File: src/rtl/alu_ctrl_pkg.sv
// Shared types and constants for the ALU-control decoder and MDU sequencer.
package alu_ctrl_pkg;

  typedef enum logic [1:0] {
    ULA_ADD   = 2'b00,
    ULA_BEQ   = 2'b01,
    ULA_RTYPE = 2'b10,
    ULA_ITYPE = 2'b11
  } ula_op_e;

  localparam logic [5:0] F_MULT  = 6'h18, F_MULTU = 6'h19, F_DIV  = 6'h1A, F_DIVU = 6'h1B;
  localparam logic [5:0] F_ADD   = 6'h20, F_ADDU  = 6'h21, F_SUB  = 6'h22, F_SUBU = 6'h23;
  localparam logic [5:0] F_AND   = 6'h24, F_XOR   = 6'h26, F_SLT  = 6'h2A, F_SLTU = 6'h2B;
  localparam logic [5:0] OP_ADDI = 6'h08, OP_ADDIU = 6'h09, OP_SLTI = 6'h0A, OP_SLTIU = 6'h0B;
  localparam logic [5:0] OP_ANDI = 6'h0C, OP_XORI  = 6'h0E;

  typedef enum logic [2:0] {
    SEL_PASS = 3'b000,
    SEL_ADD  = 3'b001,
    SEL_SUB  = 3'b010,
    SEL_AND  = 3'b011,
    SEL_INC  = 3'b100,
    SEL_NOT  = 3'b101,
    SEL_XOR  = 3'b110,
    SEL_CMP  = 3'b111
  } alu_sel_e;

  typedef enum logic [1:0] {
    ST_IDLE = 2'b00,
    ST_RUN  = 2'b01,
    ST_DONE = 2'b10
  } mdu_state_e;

  // mult/multu/div/divu occupy funct 0x18..0x1B
  function automatic logic is_mdu_funct(input logic [5:0] f);
    return f[5:2] == 4'b0110;
  endfunction

endpackage

File: src/rtl/alu_sel_decode.sv
// Combinational ALU selector / recognised-flag / overflow-trap decode.
// Optional: ALU_CTRL_OVF_TRAP_EN enables the signed-overflow trap decode.
module alu_sel_decode
  import alu_ctrl_pkg::*;
#(
  parameter int OPSEL_W = 3
) (
  input  logic [1:0]         ula_op,
  input  logic [5:0]         funct,
  input  logic [5:0]         opcode,
  output logic [OPSEL_W-1:0] ula_sel,
  output logic               recognised,
  output logic               ovf_trap_en
);

  alu_sel_e sel;

  always_comb begin
    sel        = SEL_ADD;
    recognised = 1'b1;
    case (ula_op)
      ULA_ADD: sel = SEL_ADD;
      ULA_BEQ: sel = SEL_SUB;
      ULA_RTYPE: begin
        case (funct)
          F_ADD, F_ADDU, F_MULT, F_MULTU, F_DIV, F_DIVU: sel = SEL_ADD;
          F_SUB, F_SUBU:                                 sel = SEL_SUB;
          F_AND:                                         sel = SEL_AND;
          F_XOR:                                         sel = SEL_XOR;
          F_SLT, F_SLTU:                                 sel = SEL_CMP;
          default:                                       recognised = 1'b0;
        endcase
      end
      default: begin
        case (opcode)
          OP_ADDI, OP_ADDIU: sel = SEL_ADD;
          OP_ANDI:           sel = SEL_AND;
          OP_XORI:           sel = SEL_XOR;
          OP_SLTI, OP_SLTIU: sel = SEL_CMP;
          default:           recognised = 1'b0;
        endcase
      end
    endcase
  end

  always_comb begin
    ula_sel      = '0;
    ula_sel[2:0] = sel;
  end

`ifdef ALU_CTRL_OVF_TRAP_EN
  assign ovf_trap_en = ((ula_op == ULA_RTYPE) && ((funct == F_ADD) || (funct == F_SUB))) ||
                       ((ula_op == ULA_ITYPE) && (opcode == OP_ADDI));
`else
  assign ovf_trap_en = 1'b0;
`endif

endmodule

File: src/rtl/alu_ctrl_mdu_seq.sv
// ALU-control decode plus counter-driven sequencer for multi-cycle mult/div.
// Optional: ALU_CTRL_OVF_TRAP_EN (see alu_sel_decode).
module alu_ctrl_mdu_seq
  import alu_ctrl_pkg::*;
#(
  parameter  int OPSEL_W   = 3,
  parameter  int MDU_ITERS = 32,
  localparam int CNT_W     = $clog2(MDU_ITERS) + 1
) (
  input  logic               clk,
  input  logic               reset,
  input  logic [1:0]         ula_op,
  input  logic [5:0]         funct,
  input  logic [5:0]         opcode,
  input  logic               op_valid,
  input  logic               abort,
  output logic [OPSEL_W-1:0] ula_sel,
  output logic               funct_err,
  output logic               mdu_busy,
  output logic               mdu_step,
  output logic [1:0]         mdu_kind,
  output logic               mdu_done,
  output logic               ovf_trap_en
);

  mdu_state_e       state, state_nxt;
  logic [CNT_W-1:0] cnt, cnt_nxt;
  logic [1:0]       kind_nxt;
  logic             recognised;
  logic             mdu_start;

  alu_sel_decode #(.OPSEL_W(OPSEL_W)) u_dec (
    .ula_op      (ula_op),
    .funct       (funct),
    .opcode      (opcode),
    .ula_sel     (ula_sel),
    .recognised  (recognised),
    .ovf_trap_en (ovf_trap_en)
  );

  assign mdu_start = op_valid && (ula_op == ULA_RTYPE) && is_mdu_funct(funct);

  always_ff @(posedge clk or posedge reset) begin
    if (reset) begin
      state     <= ST_IDLE;
      cnt       <= '0;
      mdu_kind  <= 2'b00;
      funct_err <= 1'b0;
    end else begin
      state    <= state_nxt;
      cnt      <= cnt_nxt;
      mdu_kind <= kind_nxt;
      // only R/I-type decodes carry a funct/opcode that can be malformed
      if (op_valid && ula_op[1]) funct_err <= !recognised;
    end
  end

  always_comb begin
    state_nxt = state;
    cnt_nxt   = cnt;
    kind_nxt  = mdu_kind;
    mdu_busy  = 1'b0;
    mdu_step  = 1'b0;
    mdu_done  = 1'b0;
    case (state)
      ST_IDLE: begin
        if (mdu_start) begin
          state_nxt = ST_RUN;
          cnt_nxt   = CNT_W'(MDU_ITERS - 1);
          kind_nxt  = funct[1:0];
        end
      end
      ST_RUN: begin
        mdu_busy = 1'b1;
        mdu_step = 1'b1;
        // abort wins over the final iteration
        if (abort) begin
          state_nxt = ST_IDLE;
          cnt_nxt   = '0;
        end else if (cnt == '0) begin
          state_nxt = ST_DONE;
        end else begin
          cnt_nxt = cnt - CNT_W'(1);
        end
      end
      ST_DONE: begin
        mdu_done  = 1'b1;
        state_nxt = ST_IDLE;
      end
      default: state_nxt = ST_IDLE;
    endcase
  end

endmodule

File: config.mk
export PLATFORM = sky130hd
export DESIGN_NAME = alu_ctrl_mdu_seq
export DESIGN_NICKNAME = d
export VERILOG_FILES = /design/src/rtl/alu_ctrl_pkg.sv /design/src/rtl/alu_sel_decode.sv /design/src/rtl/alu_ctrl_mdu_seq.sv
export SDC_FILE = /design/constraint.sdc
export NUM_CORES = 1
export LEC_CHECK = 0
export ABC_AREA = 1
export CORE_MARGIN = 8
export CORE_UTILIZATION = 49
export CTS_CLUSTER_SIZE = 14
export DETAILED_ROUTE_END_ITERATION = 6
export DONT_BUFFER_PORTS = 1
export GPL_TIMING_DRIVEN = 0
export PLACE_DENSITY = 0.68
export SYNTH_ARGS = -nofsm -noshare
export SYNTH_HDL_FRONTEND = slang
export SYNTH_HIERARCHICAL = 1
export SYNTH_SLANG_ARGS = --single-unit
File: constraint.sdc
create_clock -name clk -period 1.9 [get_ports clk]
set_clock_uncertainty 0.2 [all_clocks]
set_input_delay 0.19 -clock clk [delete_from_list [all_inputs] [get_ports clk]]
set_output_delay 0.19 -clock clk [all_outputs]
set_load 0.05 [all_outputs]
# Word-level counts from Yosys, hierarchy flattened
# Cells that the tools add are included.
[totals] ff_bits=11 inputBits=18 wordCells=64 out_inout_bits=10
[op_classes] n_eq_ne=26 n_reduce_logical=17 mux=16 add_sub_neg=1
[op_table] operator="$eq 6x6->1 const B" count=8
[op_table] operator="$eq 6x4->1 const B" count=6
[op_table] operator="$eq 6x5->1 const B" count=4
[op_table] operator="$mux 6" count=3
[op_table] operator="$pmux 3 s3" count=2
[op_table] operator="$pmux 3 s4" count=1
[op_table] operator="$pmux 6 s2" count=1
[op_table] operator="$reduce_or 12->1" count=1
[op_table] operator="$reduce_or 2->1" count=4
[op_table] operator="$logic_not 6->1" count=1
[op_table] operator="$mux 2" count=3
[op_table] operator="$ne 3x3->1 const B" count=2
[op_table] operator="$reduce_or 6->1" count=1
[op_table] operator="$sub 6x1->6 const B" count=1
[op_table] operator="$eq 2x1->1 const B" count=2
[op_table] operator="$eq 2x2->1 const B" count=2
[op_table] operator="$eq 4x3->1 const B" count=1
[op_table] operator="$logic_not 2->1" count=2
[op_table] operator="$mux 1" count=4
[op_table] operator="$pmux 2 s2" count=1
[op_table] operator="$reduce_and 2->1" count=2
[op_table] operator="$logic_and 1x1->1" count=3
[op_table] operator="$reduce_and 3->1" count=1
[op_table] operator="$ne 2x2->1 const B" count=1
[op_table] operator="3 further kinds" count=3

# Longest topological paths before layout
[logic_depth] word_depth=5 ltp_mapped=9 depth_no_buf=9

# By module
# The synthesis kept the hierarchy.
[modules_own_cells] mod="alu_ctrl_mdu_seq" n_inst=1 cells_each=92 area_each_um2=679.4 seq_area_each_um2=275.3
[modules_own_cells] mod="alu_sel_decode" n_inst=1 cells_each=54 area_each_um2=246.5 seq_area_each_um2=0.0

# Worst setup path after synthesis
# Ideal clock, no wire load.
[synth_timing] path_type="reg-to-output" start="register state[1]" end="output mdu_step" path_stages_with_launch=5 path_buffers=1 t_arrival_ns=1.233 required_time_ns=1.510 setup_slack_ns=0.277 cell_sequence="dfrtp_1 inv_2 nand2_1 inv_1 buf_4"
[synth_via] elab_chain_cells=2
[synth_rtl] element="from (decl)" line="alu_ctrl_mdu_seq.sv:26" source="mdu_state_e state, state_nxt;"
[synth_rtl] element="from (signal assigned)" line="alu_ctrl_mdu_seq.sv:50" source="state <= state_nxt;"
[synth_rtl] element="$eq 2x1->1"
[synth_rtl] element="$mux 1"
[synth_rtl] element="to (decl)" line="alu_ctrl_mdu_seq.sv:20" source="output logic mdu_step,"
# Every way passes these cells.

# Worst setup path after layout
# Same ends and word-level chain as after synthesis.

==> out/results.ini <==
[worst_setup_path]
regToRegSetupSlack_ns=0.21
crit_start=state[1]
start_kind=register
cp-end-kind=output pin
critical_path_class=reg2out
critPathArrivalTime_ns=1.42
cp.required_ns=1.51
r2r.worst_path.cells=3
path_max_fanout=7
worst_r2r_startpoint=funct_err

[power]
pwr_cell_area_nw_per_um2=709
ir_worst_vdd_mv=0.593
power.leakage_nw=0.565

[synth]
synth-warning-count=6
yosysUniqueCellTypes=26
synth.ff_latch_count=11
post_synth_instance_area_um2=926
mappedNetlistNets=166
syn_area_per_cell_um2=6.34
syn_inst=146
synth-seq-area-share_pct=29.7

[placement]
buffer_ports.inserted=0
place.gp.congestion=0.838
place_inst=171
placement.setup.worst_slack_ns=0.136
dp_hpwl_mm=1.66
placed_area_um2=957

[sta]
setup_viol_count_final=0
post-route-min-period_ns=1.81
setup_ws_ns=0.0876
rsz_0062_raised_after_global_routing=no
fin_worst_hold_slack_ns=0.0270
fin_crit_sh_pct=95.4
hold_viol_final=0
maxSlewHeadroom_pct=36.6
totalNegativeSetupSlack_ns=0
worst_pin_slew_ns=0.945
max_clock_freq_ghz=0.552
maxSlewViolCount=0

[run_status]
run_status=complete, no violations

[clock_network]
tritoncts_clock_tree=done
path_clk_slew_ns=0.07
post_cts.repair.setup_buffers=0
clock_tree.buffer_depth=2
numClockSinks=11
clk_root_buffer_cell=sky130_fd_sc_hd__clkbuf_4
clkLatencyLatePin_ns=0.27
cts_inserted_buffers=3
cts_htree_levels=1

[layout]
post_route_cells_drive_above_1_share_pct=15.2
total_number_of_nets_in_the_final_design=179
n_antenna_cell=0
syn_to_final_growth_pct=16.9
mostFrequentLayoutCell=sky130_fd_sc_hd__nand2_1
final.fill_count=180
most-common-layout-cells=sky130_fd_sc_hd__nand2_1, sky130_fd_sc_hd__nand3_1, sky130_fd_sc_hd__nor2_1
final_design_area_no_fill_um2=1080
fin_cells=183

[route]
drc_errors=0
vias=929
drt_iter0_drc=11
route.final.wire_length_mm=2.14
route.antenna.remaining_nets=0
wl_per_cell_um=11.7
dr.pass1.iters=4
drt-vias-per-instance=5.08

[floorplan]
fp.dieArea_um2=3540
die_span_y_um=59.5
placementRows=15
chipWidth_um=59.5
coreArea_um2=1750
ports_placed_on_the_boundary=28
initial_core_util_pct=53.0

[grt]
grt.total_usage_pct=13.4
grt_start_max_net_pins=12
globalRoute.totalOverflow=0
initial_antenna_violation_count=0
grt_pass1_vias=899
grt_pass1_wl_mm=3.70

[run]
cap_violations=0

[hold_path]
min-delay-path-class=in2reg
worstHoldStart=abort
timing.hold.worst_path_depth=5

-- final timing paths --
check / end
max in group asynchronous: cnt[4]
worst min-delay path: cnt[5]
worst max-delay path: mdu_step
worst min register to register: cnt[1]
min in group asynchronous: funct_err
worst max register to register: funct_err
-- where the power goes --
part | leakage, nW | switching, mW | internal (mW)
Clock | 0.0150 | 0.0821 | 0.0814
Sequential | 0.138 | 0.0759 | 0.281
Combinational | 0.411 | 0.150 | 0.0961
Total | 0.565 | 0.308 | 0.459
-- cell families after synthesis --
kind of cell               share of synthesized area [%]
AOI/OAI and AO/OA                                   8.51
adders and majority gates                           2.70
buffers and inverters                               9.32
DFF                                                 29.7
other                                              0.405
and+or+nand+nor                                     49.3
-- timing repair --
| item | in CTS | in global routing |
|---|---|---|
| hold endpoints to repair | 18 | 0 |
| hold buffers | 8 | 0 |
| endpoints found under the setup margin | 1 | 1 |
| gates resized for setup | 4 | 1 |
| pin swaps | 0 | 1 |
-- layer usage --
layer,track usage (%),wire length (um),share of wire [%]
met2,20.6,965,45
met4,4.10,21,0.98
met5,0,0,0
met3,5.64,160,7.5
met1,16.4,990,46
-- final cells by class --
cell class | count | area, um2 | share of cell area [%]
multi-input cells | 114 | 572 | 52.8
clock buffers | 4 | 26.3 | 2.43
repair buffers | 8 | 80.1 | 7.40
plain buffers | 2 | 22.5 | 2.08
inverters | 19 | 75.1 | 6.94
flip-flops and latches | 11 | 275 | 25.4
well taps | 25 | 31.3 | 2.89
-- metrics by stage --
| stage | utilization [%] | power (mW) |
|---|---|---|
| CTS | 61.7 | 0.778 |
| detailed placement | 54.8 | 0.593 |
| finish | 62.0 | 0.767 |
| floorplan | - | 0.552 |
| global placement | 54.8 | 0.586 |
| global route | 62.0 | 0.836 |
-- registers in the layout, indices dropped and copies added, names as in the netlist --
signal,cells
mdu_kind,2
state,2
cnt,6
funct_err,1
-- Yosys cell counts (all sizes together) --
library cell	instances	area, um2
nand2	53	209
nor2	21	98.8
inv	19	71.3
nand3	17	90.1
dfrtp	11	275
o21ai	7	35.0
nand3b	3	35.0
buf	2	15.0
ha	2	25.0
nand4	2	12.5
a21o	1	7.51
a21oi	1	5.00
a31oi	1	6.26
a41oi	1	8.76
conb	1	3.75
nor3	1	5.00
o2111ai	1	8.76
o31ai	1	7.51
or2	1	6.26
-- critical path, cell delays in order (launching register included) --
cell	delay, ns
sky130_fd_sc_hd__dfrtp_1	0.36
sky130_fd_sc_hd__inv_2	0.07
sky130_fd_sc_hd__nand2_4	0.10
sky130_fd_sc_hd__clkinvlp_4	0.33
sky130_fd_sc_hd__buf_8	0.28
No activity file was read; power rests on OpenSTA's default activity.
